[src/rtl/rx_cntrl_pkg.sv]
// Shared types, default constants and helpers for the SPI receive-side controller.
package rx_cntrl_pkg;

  typedef enum logic [1:0] {
    IDLE   = 2'd0,
    ACQ    = 2'd1,
    LOCKED = 2'd2,
    LOST   = 2'd3
  } rx_state_t;

  localparam logic [15:0] DEF_EXP_DATA = 16'd1937;
  localparam int          DEF_PERIOD   = 2097152;
  localparam int          DEF_TOL      = 4;
  localparam int          DEF_LOCK_N   = 2;
  localparam int          DEF_IVL_W    = 22;

  // Increment that sticks at max_val; narrower counters pass a zero-extended value
  // and their own ceiling, then truncate the result.
  function automatic logic [15:0] sat_inc(input logic [15:0] val, input logic [15:0] max_val);
    return (val == max_val) ? val : val + 16'd1;
  endfunction

endpackage

[src/rtl/rx_ivl_timer.sv]
// Measures the spacing between dv strobes and flags in-window intervals and timeouts.
module rx_ivl_timer
  import rx_cntrl_pkg::*;
#(
  parameter int PERIOD = DEF_PERIOD,
  parameter int TOL    = DEF_TOL,
  parameter int IVL_W  = DEF_IVL_W
) (
  input  logic clk,
  input  logic reset,
  input  logic dv,
  output logic ivl_ok,
  output logic tmo_hit
);

  localparam logic [IVL_W-1:0] IVL_LO  = IVL_W'(PERIOD - TOL);
  localparam logic [IVL_W-1:0] IVL_HI  = IVL_W'(PERIOD + TOL);
  localparam logic [IVL_W-1:0] IVL_TMO = IVL_W'(PERIOD + TOL + 1);

  logic [IVL_W-1:0] ivl;

  // Restart at 1 on each strobe so that at the next strobe ivl equals the elapsed cycles.
  always_ff @(posedge clk or negedge reset) begin
    if (!reset) begin
      ivl <= '0;
    end else if (dv) begin
      ivl <= IVL_W'(1);
    end else if (!(&ivl)) begin
      ivl <= ivl + IVL_W'(1);
    end
  end

  assign ivl_ok  = (ivl >= IVL_LO) && (ivl <= IVL_HI);
  assign tmo_hit = (ivl == IVL_TMO);

endmodule

[src/rtl/rx_cntrl.sv]
// Receive-side test-link controller: pattern/period checking, lock tracking and status counters.
module rx_cntrl
  import rx_cntrl_pkg::*;
#(
  parameter logic [15:0] EXP_DATA = DEF_EXP_DATA,
  parameter int          PERIOD   = DEF_PERIOD,
  parameter int          TOL      = DEF_TOL,
  parameter int          LOCK_N   = DEF_LOCK_N,
  parameter int          IVL_W    = DEF_IVL_W
) (
  input  logic        clk,
  input  logic        reset,
  input  logic [15:0] rx_data,
  input  logic        dv,
  output logic [15:0] rx_data_q,
  output logic        locked,
  output logic        lost,
  output logic        frame_ok,
  output logic [15:0] frame_cnt,
  output logic [7:0]  err_cnt,
  output logic [7:0]  tmo_cnt
);

  rx_state_t  state;
  logic [7:0] run;
  logic [7:0] run_next;
  logic       ivl_ok;
  logic       tmo_hit;
  logic       tracking;
  logic       frame_good;

  rx_ivl_timer #(
    .PERIOD (PERIOD),
    .TOL    (TOL),
    .IVL_W  (IVL_W)
  ) u_timer (
    .clk     (clk),
    .reset   (reset),
    .dv      (dv),
    .ivl_ok  (ivl_ok),
    .tmo_hit (tmo_hit)
  );

  assign tracking   = (state == ACQ) || (state == LOCKED);
  assign frame_good = (rx_data == EXP_DATA) && (!tracking || ivl_ok);
  assign run_next   = run + 8'd1;

  // Lock state machine with registered status outputs; a strobe always takes priority over a timeout.
  always_ff @(posedge clk or negedge reset) begin
    if (!reset) begin
      state     <= IDLE;
      run       <= '0;
      rx_data_q <= '0;
      locked    <= 1'b0;
      lost      <= 1'b0;
      frame_ok  <= 1'b0;
      frame_cnt <= '0;
      err_cnt   <= '0;
      tmo_cnt   <= '0;
    end else begin
      frame_ok <= 1'b0;
      if (dv) begin
        rx_data_q <= rx_data;
        if (frame_good) begin
          frame_ok  <= 1'b1;
          frame_cnt <= sat_inc(frame_cnt, 16'hFFFF);
          case (state)
            IDLE, LOST: begin
              run <= 8'd1;
              if (LOCK_N == 1) begin
                state  <= LOCKED;
                locked <= 1'b1;
              end else begin
                state <= ACQ;
              end
            end
            ACQ: begin
              run <= run_next;
              if (run_next == 8'(LOCK_N)) begin
                state  <= LOCKED;
                locked <= 1'b1;
              end
            end
            LOCKED: begin
              state <= LOCKED;
            end
            default: begin
              state  <= IDLE;
              locked <= 1'b0;
            end
          endcase
        end else begin
          err_cnt <= 8'(sat_inc({8'h00, err_cnt}, 16'h00FF));
          if (tracking) begin
            state  <= IDLE;
            run    <= '0;
            locked <= 1'b0;
          end
        end
      end else if (tmo_hit && tracking) begin
        tmo_cnt <= 8'(sat_inc({8'h00, tmo_cnt}, 16'h00FF));
        lost    <= 1'b1;
        run     <= '0;
        state   <= LOST;
        locked  <= 1'b0;
      end
    end
  end

endmodule
[config.mk]
export PLATFORM = sky130hd
export DESIGN_NAME = rx_cntrl
export DESIGN_NICKNAME = d
export VERILOG_FILES = /design/src/rtl/rx_cntrl_pkg.sv /design/src/rtl/rx_ivl_timer.sv /design/src/rtl/rx_cntrl.sv
export SDC_FILE = /design/constraint.sdc
export NUM_CORES = 1
export LEC_CHECK = 0
export BUFFER_PORTS_ARGS = -buffer_cell sky130_fd_sc_hd__buf_2
export CAP_MARGIN = 10
export CORE_UTILIZATION = 35
export DETAILED_ROUTE_END_ITERATION = 8
export PLACE_DENSITY = 0.55
export SYNTH_ARGS = -nofsm -noshare
export SYNTH_HDL_FRONTEND = slang
export SYNTH_HIERARCHICAL = 1
export SYNTH_SLANG_ARGS = --single-unit
[constraint.sdc]
create_clock -name clk -period 2.8 [get_ports clk]
set_input_delay 0.14 -clock clk [delete_from_list [all_inputs] [get_ports clk]]
set_output_delay 0.14 -clock clk [all_outputs]
set_load 0.1 [all_outputs]
; ---- After elaboration in Yosys (flattened, before gate mapping)
; Index checks and enable logic that the tools add are counted.
[word_totals]
reg_bits = 83
in_bits = 19
out_inout_bits = 51
[op_classes]
addsub = 5
order_cmp = 2
eq_ne = 15
muxes = 21
n_bitwise = 5
reduce_logical = 17
[op_table]
columns = operator, n
row1 = $mux 22, 2
row2 = $mux 8, 4
row3 = $add 8x1->8 const B, 3
row4 = $add 22x1->22 const B, 1
row5 = $eq 22x22->1 const B, 1
row6 = $ge 22x21->1 const B, 1
row7 = $le 22x22->1 const B, 1
row8 = $reduce_and 22->1, 1
row9 = $add 16x1->16 const B, 1
row10 = $eq 16x11->1 const B, 1
row11 = $eq 16x16->1 const B, 1
row12 = $eq 8x8->1 const B, 2
row13 = $pmux 8 s2, 1
row14 = $reduce_and 3->1, 5
row15 = $mux 2, 5
row16 = $eq 8x2->1 const B, 1
row17 = $mux 1, 8
row18 = $ne 3x2->1 const B, 2
row19 = $pmux 2 s3, 1
row20 = $not 1->1, 5
row21 = $eq 2x2->1 const B, 2
row22 = $ne 4x2->1 const B, 1
row23 = $ne 4x3->1 const B, 1
row24 = $reduce_and 4->1, 1
row25 = other kinds (10), 13

; ---- Logic depth before layout (Yosys ltp)
; Gate-level depths: netlist of the first run.
[depth]
word_depth = 7
depth_mapped = 10
ltp_nobuf = 9

; ---- By module
; Netlist of the first run, hierarchy kept.
[by_module_without_submodules]
columns = mod, n_inst, cells_each, area_each_um2, seq_area_each_um2
row1 = rx_cntrl, 1, 272, 3040.4, 1526.5
row2 = rx_ivl_timer, 1, 140, 1275.0, 550.5

; ---- Worst setup path before layout of the first run
; Ideal clock, no wire load.
[synth_timing]
kind = flip-flop to flip-flop
start = reg u_timer.ivl[7]
end = reg state[1]
t_arrival_ns = 2.365
required_ns = 2.674
setup_slack_ns = 0.309
stages_incl_launch_ff = 10
n_path_buf = 0
path_cell_list = dfrtp_1 nor4b_1 nand4_1 nor4_1 o21ai_0 o31ai_1 o211ai_2 nor3_1 or2b_2 a221o_1
[synth_via]
elab_chain_cells = 6
word_cells_on_any_way = 13
cone_classes = order compare: 2 / eq/ne: 3 / mux: 2 / reduce/logical: 6
[synth_rtl]
columns = element, line
row1 = "start, declared", rx_ivl_timer.sv:20  ; logic [IVL_W-1:0] ivl;
row2 = "start signal, assigned", rx_ivl_timer.sv:29  ; ivl <= ivl + IVL_W'(1);
row3 = $ge 22x21->1 / $le 22x22->1 (equally long branches), rx_ivl_timer.sv:33  ; assign ivl_ok = (ivl >= IVL_LO) && (ivl <= IVL_HI);
row4 = $logic_and 1x1->1 (*), rx_ivl_timer.sv:33
row5 = via ivl_ok, rx_cntrl.sv:27  ; logic ivl_ok;
row6 = $logic_or 1x1->1 (*), rx_cntrl.sv:45  ; assign frame_good = (rx_data == EXP_DATA) && (!tracking || ivl_ok);
row7 = $logic_and 1x1->1 (*), rx_cntrl.sv:45
row8 = $ne 4x3->1 (no source line) (tied with other cells), -
row9 = $reduce_and 3->1 (no source line) / $mux 2 (equally long branches), -
row10 = "end signal, assigned", rx_cntrl.sv:51  ; state <= IDLE;
row11 = "end signal, assigned", rx_cntrl.sv:71  ; state <= LOCKED;
row12 = "end signal, assigned", rx_cntrl.sv:74  ; state <= ACQ;
row13 = "end, declared", rx_cntrl.sv:24  ; rx_state_t state;
; Mark *: on every way through the listed nets, which the timed path passes. The rest lies on a longest branch.
; A chain may end at the register's enable or synchronous reset.

; ---- Worst setup path after layout of the first run
[layout_timing]
start = reg u_timer.ivl[4]
end = reg run[6]
[layout_via]
elab_chain_cells = 6
word_cells_on_any_way = 13
cone_classes = order compare: 2 / eq/ne: 3 / mux: 2 / reduce/logical: 6
[layout_rtl]
columns = element, line
row1 = $ge 22x21->1 / $le 22x22->1 (equally long branches), rx_ivl_timer.sv:33
row2 = $logic_and 1x1->1 (*), rx_ivl_timer.sv:33
row3 = via ivl_ok, rx_cntrl.sv:27
row4 = $logic_or 1x1->1 (*), rx_cntrl.sv:45
row5 = $logic_and 1x1->1 (*), rx_cntrl.sv:45
row6 = $ne 4x2->1 (no source line) (tied with other cells), -
row7 = $reduce_and 3->1 (no source line) / $mux 8 (equally long branches), -
row8 = "end signal, assigned", rx_cntrl.sv:78  ; run <= run_next;
row9 = "end, declared", rx_cntrl.sv:25  ; logic [7:0] run;
; Marks and branches as above.

==> run_results.csv, run 1 <==
group,metric,value,unit
logic_synthesis,ys_seq_elements,83,
logic_synthesis,muxShareOfSynthArea,5.91,%
timing,relSlewSlack,28.8,%
critical_path,r2r_slack,0.17,ns
final_layout,fillers,1166,
die,pin_count,70,
clocking,cts-buffers-inserted,9,
global_route,track_usage,16.2,%
clocking,clk-insertion-delay-late,0.35,ns
placement,hpwl,6890,um
final_layout,multi_input_area,2150,um2
critical_path,path_common_cell,"o21ai_0",
clocking,root_buffer,"clkbuf_16",
power,max-vdd-ir-drop,0.393,mV
route,post-route-drc-count,0,
global_route,antenna_found_initial,0,
critical_path,worstReg2RegStart,"u_timer/ivl[4]",
global_route,grt_max_degree,84,
power,switching_share,38.3,%
timing,slew_viol_final,0,
route,ant_nets,0,
timing,period_share,93.8,%
logic_synthesis,yosys.area_share.simple,21.3,%
timing,fmax,381,MHz
clocking,ctsHoldBuffers,0,
critical_path,startpoint_type,"flop",
die,die_height,113,um
timing,tightest_slew,1.07,ns
logic_synthesis,yosysSeqAreaShare,48.1,%
power,internal_power,0.00223,W
logic_synthesis,ys_types,63,
clocking,clock_sinks,83,
route,vias_per_cell,5.28,
final_layout,drive_gt1_share,30.3,%
power,powerDensity,679,nW/um2
critical_path,r2r_cells,9,
final_layout,final_nets,533,
global_route,grt_pass1_vias,3269,
critical_path,critPathRequiredTime,3.07,ns
logic_synthesis,yosysWarnings,6,
placement,place.gp.congestion,0.882,
timing,fin_crit,2.63,ns
critical_path,crit_slowest_cell,"or4_1",
logic_synthesis,synth_xor_area_share,9.13,%
timing,finalHoldViolations,11,
power,leakage,2.42,nW
logic_synthesis,synth_fa_ha_area_share,2.90,%
logic_synthesis,syn_inst,412,
route,wire_per_inst,14.8,um
route,drt_iter0_drc,144,
critical_path,cp_slowest_stage_delay,0.47,ns
final_layout,area_delta_synth_final,23.6,%
min_path,hp-class,"in -> async",
clocking,clock_path_buffers,2,
route,totalWireLength,9740,um
clocking,path_clk_slew,0.07,ns
logic_synthesis,synth_nets,441,
logic_synthesis,synth_compound_area_share,9.71,%
route,route.vias.total,3465,
critical_path,reg2reg_to,"run[6]",
timing,fin_ws,0.174,ns
final_layout,ff_latch_area,2080,um2
power,pwr-share-comb,27.7,%
logic_synthesis,synth_edf_count,0,
placement,numPortBuffers,69,
outcome,violations,"hold timing",
route,drt_pass1_iterations,4,
global_route,overflow,0,
clocking,cts_setup_buffers,0,
power,pwr-share-clk,34.2,%
outcome,status,"finished, violations left",
timing,setup_tns,0,ns
critical_path,cp.arrival,2.90,ns
power,report.power.total,0.00362,W
power,power_frac_seq,38.1,%
die,rows,40,
timing,setup_violations,0,
logic_synthesis,syn_area,4320,um2
logic_synthesis,async_flop_share,100,%
logic_synthesis,syn_avg_cell_area,10.5,um2
die,core-area,12000,um2
critical_path,setup.worst_path.class,"reg -> reg",
timing,skew,0.00657,ns
global_route,grt_pass1_wl,16100,um
logic_synthesis,synth_top_family_by_area,"simple AND/OR/NAND/NOR gates",
timing,rsz0062_at_grt,"no",
critical_path,crit_fanout,9,
flow_run,maxCapViolations,0,
critical_path,worstSetupEndpointType,"flop",
final_layout,fin_util,44.4,%
logic_synthesis,ys.flop_type,"dfrtp_1",
final_layout,antenna_cells,0,
die,initial_core_util,35.9,%
die,die-width,113,um
placement,place_ws,-0.0787,ns
clocking,htree_levels,3,
clocking,cts_tree,"yes",
critical_path,cp_cell_sequence,"nor4b_2, nand4_1, nor4_2, o21ai_0, o31ai_1, o211ai_2, or3_1, or4_1, o21ai_0",
timing,holdWs,-0.0192,ns
die,floorplan.die_area,12800,um2
power,switchingPower,0.00139,W
[cells in the mapped netlist, types with 2 or more instances]
| library cell | count | area [um2] |
|---|---|---|
| nand4_1 | 21 | 131 |
| nor2_1 | 29 | 109 |
| or4_1 | 2 | 15.0 |
| dfrtp_1 | 83 | 2080 |
| ha_1 | 10 | 125 |
| nand3_1 | 21 | 105 |
| a21o_1 | 2 | 15.0 |
| nor4_2 | 2 | 25.0 |
| nor4bb_1 | 2 | 20.0 |
| or4_4 | 2 | 22.5 |
| and3_1 | 11 | 68.8 |
| a21oi_1 | 10 | 50.1 |
| nor3_1 | 8 | 40.0 |
| nor4b_1 | 2 | 17.5 |
| nor4_1 | 8 | 50.1 |
| buf_2 | 3 | 15.0 |
| xnor2_1 | 37 | 324 |
| a211oi_1 | 5 | 37.5 |
| mux2_2 | 20 | 225 |
| a311oi_1 | 2 | 17.5 |
| or2_2 | 5 | 31.3 |
| o21ai_0 | 14 | 70.1 |
| nand2_1 | 26 | 97.6 |
| and2_1 | 2 | 12.5 |
| mux2i_1 | 3 | 30.0 |
| a22oi_1 | 2 | 15.0 |
| inv_1 | 18 | 67.6 |
| clkbuf_1 | 7 | 26.3 |
| a2bb2oi_1 | 3 | 26.3 |
| nor3b_1 | 3 | 22.5 |
| or3_1 | 4 | 25.0 |
| xor2_1 | 8 | 70.1 |
| nand4b_1 | 2 | 17.5 |
| and4_1 | 4 | 35.0 |
| o31ai_1 | 3 | 22.5 |
[stage by stage]
stage                     cell area, um2  std cells
after floorplan                     4320        412
after global placement              4990        640
after detailed placement            4990        640
after CTS                           5320        656
after global routing                5330        656
final                               5330        656
[placed cells by master (no fill, tap or decap), types with 2 or more instances in the layout]
master and count:
buf_2 68, a21oi_1 10, a311oi_1 2, inv_1 18, nand4_1 21, clkbuf_16 9
nand2_1 26, dfrtp_1 83, ha_1 10, or4_4 3, o21ai_0 14, and2_1 2
xor2_1 8, o31ai_1 3, xnor2_1 37, a2bb2oi_1 3, nor3_1 7, a22oi_1 2
nor4_2 4, mux2i_1 3, a211oi_1 5, nor4_1 6, nor3b_1 2, or3_1 4
nor2_1 29, and4_1 4, nand3_1 21, mux2_2 20, or2_2 5, buf_4 25
nor4bb_1 2, nand4b_1 2, and3_1 11, clkinv_4 2, a21o_1 2, inv_6 2
[cells by family (layout without fill, tap and decap cells)]
group	count (synthesis)	in the layout
DFF	83	83
adders and majority gates	10	10
buffers and inverters	31	128
and+or+nand+nor	162	162
muxes	23	23
AOI/OAI and AO/OA	58	58
xor gates and xnor gates	45	45
[cell type report]
type                    count  share of cell area (%)
multi-input cells         298                    40.2
repair buffers             94                    10.3
well taps                 147                    3.45
clock buffers              10                    4.48
flip-flops and latches     83                    38.9
clock inverters             6                    1.36
inverters                  18                    1.27
[power by group through the flow]
| stage | clock, W | sequential, W | combinational (W) |
|---|---|---|---|
| detailed placement | 0 | 0.00140 | 0.00101 |
| CTS | 0.00127 | 0.00138 | 0.00101 |
| global placement | 0 | 0.00140 | 0.000997 |
| floorplan | 0 | 0.00190 | 0.000280 |
| finish | 0.00124 | 0.00138 | 0.00100 |
| global route | 0.00132 | 0.00139 | 0.00106 |
[metal layers]
layer	GRT usage, %	share of wire [%]	up-vias
met1	21.2	48	1700
li1	-	-	1689
met5	0	0	-
met4	9.04	2.5	0
met3	2.95	3.0	14
met2	25.5	47	62
[state kept, by name, indices dropped and copies added, names as in the netlist]
register / count
tmo_cnt: 8
lost: 1
u_timer/ivl: 22
state: 2
run: 8
rx_data_q: 16
locked: 1
frame_cnt: 16
err_cnt: 8
frame_ok: 1
[critical path: cells and delay by family (launching register included)]
kind	cells	cell delay [ns]
flops	1	0.43
compound gates	4	0.52
simple gates	5	1.59
[worst max path at each step]
| stage | startpoint | end |
|---|---|---|
| global route | u_timer/ivl[4] | run[6] |
| finish | u_timer/ivl[4] | run[6] |
| detailed placement | u_timer/ivl[4] | run[3] |
| CTS | u_timer/ivl[4] | run[6] |
| floorplan | u_timer/ivl[7] | state[1] |
| global placement | u_timer/ivl[4] | run[6] |
[timing repair]
action | in CTS | in global routing
setup endpoints to repair | 8 | 36
pin swaps | 0 | 0
gates resized for setup | 2 | 3
No activity file was read; power rests on OpenSTA's default activity.
==> run 2, diff against run 1 <==
ABC_AREA = 1   (was unset)
CORE_UTILIZATION = 55   (was 35)
MAX_ROUTING_LAYER = met4   (was unset)
PLACE_DENSITY = 0.78   (was 0.55)
==> run 2 against run 1 <==
Largest cell class unchanged. Clock skew increased by 0.0036 ns. Non-clock buffer count down 17. The run still ends with hold timing left. Final area rose by 1.5%. Highest routed layer unchanged. Synthesized area is 8.6% higher. Via count grew 24%. Hold slack got worse by 0.024 ns.
==> run_results.csv, run 2 <==
group,metric,value,unit
final_layout,top_regs,"u_timer/ivl: 22 flops, frame_cnt: 16 flops, rx_data_q: 16 flops",
route,post-route-drc-count,0,
clocking,root_buffer,"clkbuf_8",
timing,tightest_slew,1.05,ns
critical_path,r2r_slack,0.26,ns
logic_synthesis,yosys.area_share.simple,34.7,%
placement,numPortBuffers,69,
logic_synthesis,synthTopCellsByArea,"dfrtp_1 44%, nand2_1 17%, nand3_1 6.0%",
route,vias_per_cell,5.33,
timing,fin_crit,2.54,ns
power,leakage,2.78,nW
timing,rsz0062_at_grt,"yes",
logic_synthesis,synth_xor_area_share,5.42,%
timing,finalHoldViolations,42,
critical_path,worstSetupEndpointType,"flop",
final_layout,fin_cells,809,
logic_synthesis,synth_fa_ha_area_share,2.67,%
logic_synthesis,ys_types,33,
logic_synthesis,yosysTopAreaCell,"dfrtp_1",
die,die-width,94.3,um
route,drt_pass1_iterations,5,
clocking,clock_path_buffers,2,
final_layout,fin_util,65.9,%
logic_synthesis,synth_edf_count,0,
final_layout,fillers,719,
min_path,hp-class,"in -> async",
logic_synthesis,ys.flop_type,"dfrtp_1",
route,drt_iter0_drc,218,
logic_synthesis,syn_avg_cell_area,7.51,um2
final_layout,drive_gt1_share,15.6,%
logic_synthesis,synth_compound_area_share,5.92,%
global_route,use_met2,44.0,%
critical_path,r2r_cells,16,
global_route,busiest_layer,"met2",
clocking,cts_tree,"yes",
logic_synthesis,muxShareOfSynthArea,0,%
final_layout,final_common_cell,"nand2_1",
global_route,met3_usage,3.88,%
timing,relSlewSlack,30.1,%
die,rows,33,
final_layout,largest_register,"u_timer/ivl",
final_layout,final_nets,730,
timing,period_share,90.6,%
flow_run,maxCapViolations,0,
final_layout,ff_latch_area,2080,um2
logic_synthesis,synth_top_area_share,44.3,%
clocking,clock_sinks,83,
critical_path,setup.worst_path.class,"reg -> reg",
timing,slew_viol_final,0,
logic_synthesis,yosysWarnings,6,
global_route,overflow,0,
timing,setup_violations,0,
logic_synthesis,syn_inst,624,
global_route,met1_usage,33.0,%
critical_path,cp.arrival,2.83,ns
global_route,grt_pass1_vias,3987,
final_layout,layout_common_cells,"214 x nand2_1, 83 x dfrtp_1, 68 x buf_2, 65 x inv_1",
logic_synthesis,syn_area,4690,um2
critical_path,cp-startpoint,"u_timer/ivl[0]",
timing,skew,0.0102,ns
critical_path,reg2reg_to,"state[1]",
die,floorplan.die_area,8900,um2
global_route,track_usage,26.6,%
route,totalWireLength,11000,um
global_route,grt_max_degree,84,
power,powerDensity,602,nW/um2
power,max-vdd-ir-drop,0.297,mV
critical_path,worstReg2RegStart,"u_timer/ivl[0]",
placement,dpl.cell_count,789,
timing,holdWs,-0.0429,ns
final_layout,largest_reg_flops,22,
timing,fmax,394,MHz
critical_path,critPathRequiredTime,3.09,ns
clocking,path_clk_slew,0.08,ns
logic_synthesis,yosysSeqAreaShare,44.3,%
logic_synthesis,ys_seq_elements,83,
clocking,cts_setup_buffers,0,
clocking,htree_levels,3,
outcome,violations,"hold timing",
clocking,clk-insertion-delay-late,0.35,ns
global_route,antenna_found_initial,0,
clocking,cts-buffers-inserted,9,
final_layout,area_delta_synth_final,15.4,%
die,core-area,8220,um2
die,die_height,94.3,um
die,initial_core_util,57.1,%
die,pin_count,70,
logic_synthesis,synth_common_cells,"214 x nand2_1, 83 x dfrtp_1, 65 x inv_1",
placement,place.gp.congestion,0.987,
placement,hpwl,7940,um
route,route.vias.total,4308,
global_route,grt_pass1_wl,17900,um
logic_synthesis,async_flop_share,100,%
logic_synthesis,synth.most_common_cell,"nand2_1",
route,wire_per_inst,13.6,um
route,ant_nets,0,
logic_synthesis,synth_top_family_by_area,"simple AND/OR/NAND/NOR gates",
final_layout,multi_input_area,2290,um2
outcome,status,"finished, violations left",
final_layout,antenna_cells,0,
logic_synthesis,synth_nets,653,
critical_path,crit_fanout,9,
critical_path,startpoint_type,"flop",
==> run 2: cell types whose count changed after synthesis, moves of 8 or more <==
cell	previous run	this run
nor4_1	8	0
inv_1	18	65
o21ai_0	14	29
nand3_1	21	56
nor2_1	29	56
mux2_2	20	0
xnor2_1	37	14
a21oi_1	10	1
nand2_1	26	214
and3_1	11	1
==> run 2: how the worst max path moves through the flow <==
stage,to,slack (ns),cells past startpoint
2_1_floorplan,frame_cnt[12],0.51,11
3_3_place_gp,run[3],0.37,13
3_5_place_dp,run[3],0.27,13
4_1_cts,run[3],0.24,13
5_1_grt,state[1],-0.02,16
6_report,state[1],0.26,16
==> run 2: kinds of logic after synthesis <==
logic type	count (synthesis)
buffers and inverters	80
AOI/OAI and AO/OA	48
adders and majority gates	10
and+or+nand+nor	374
DFF	83
xor gates and xnor gates	29
==> run 2: per-layer routing <==
metal  routed length [um]  part of all wire [%]
met1                 4760                    43
met2                 5510                    50
met5                    0                     0
met3                  572                   5.2
met4                  197                   1.8
==> run 2: per-stage QoR <==
step                setup slack, ns  cell area, um2  hold WS [ns]  setup TNS (ns)  power [W]
floorplan                     0.511            4690        -0.156               0    0.00208
global placement              0.373            5120         0.357               0    0.00223
detailed placement            0.271            5120         0.362               0    0.00226
CTS                           0.242            5400       0.00299               0    0.00327
global route                -0.0243            5410       0.00388         -0.0348    0.00340
finish                        0.264            5410       -0.0429               0    0.00326
==> run 2: what timing repair did <==
action | 4_1_cts | 5_1_grt
hold buffers | 6 | 0
endpoints found under the hold margin | 6 | 0
endpoints found under the setup margin | 0 | 8
resized for setup | 0 | 1
==> run 2: power by group <==
group | switching, W | internal, W | total, W | leakage (nW)
clock | 0.000424 | 0.000583 | 0.00101 | 0.115
combinational | 0.000718 | 0.000166 | 0.000885 | 1.59
sequential | 0.0000883 | 0.00128 | 0.00137 | 1.07
total | 0.00123 | 0.00203 | 0.00326 | 2.78
==> run 2: cell type report <==
cell class | count | share of cell area (%)
Sequential cell | 83 | 38.4
Clock buffer | 9 | 2.29
Tap cell | 105 | 2.43
Timing Repair Buffer | 77 | 7.82
Clock inverter | 5 | 1.92
Multi-Input combinational cell | 461 | 42.3
Inverter | 69 | 4.83
==> run 2: worst max-delay path: stages, from the launching register on <==
cell and delay (ns):
dfrtp_1 0.49, inv_1 0.15, ha_1 0.15, nor2_1 0.04
nor3_1 0.17, nand2_1 0.08, o21ai_0 0.14, inv_1 0.06
nand2_1 0.08, nand3_1 0.09, nor2_1 0.11, nand3_1 0.18
nor2_2 0.33, nand2_1 0.16, nand2_1 0.11, nand2_1 0.06
nand2_1 0.05
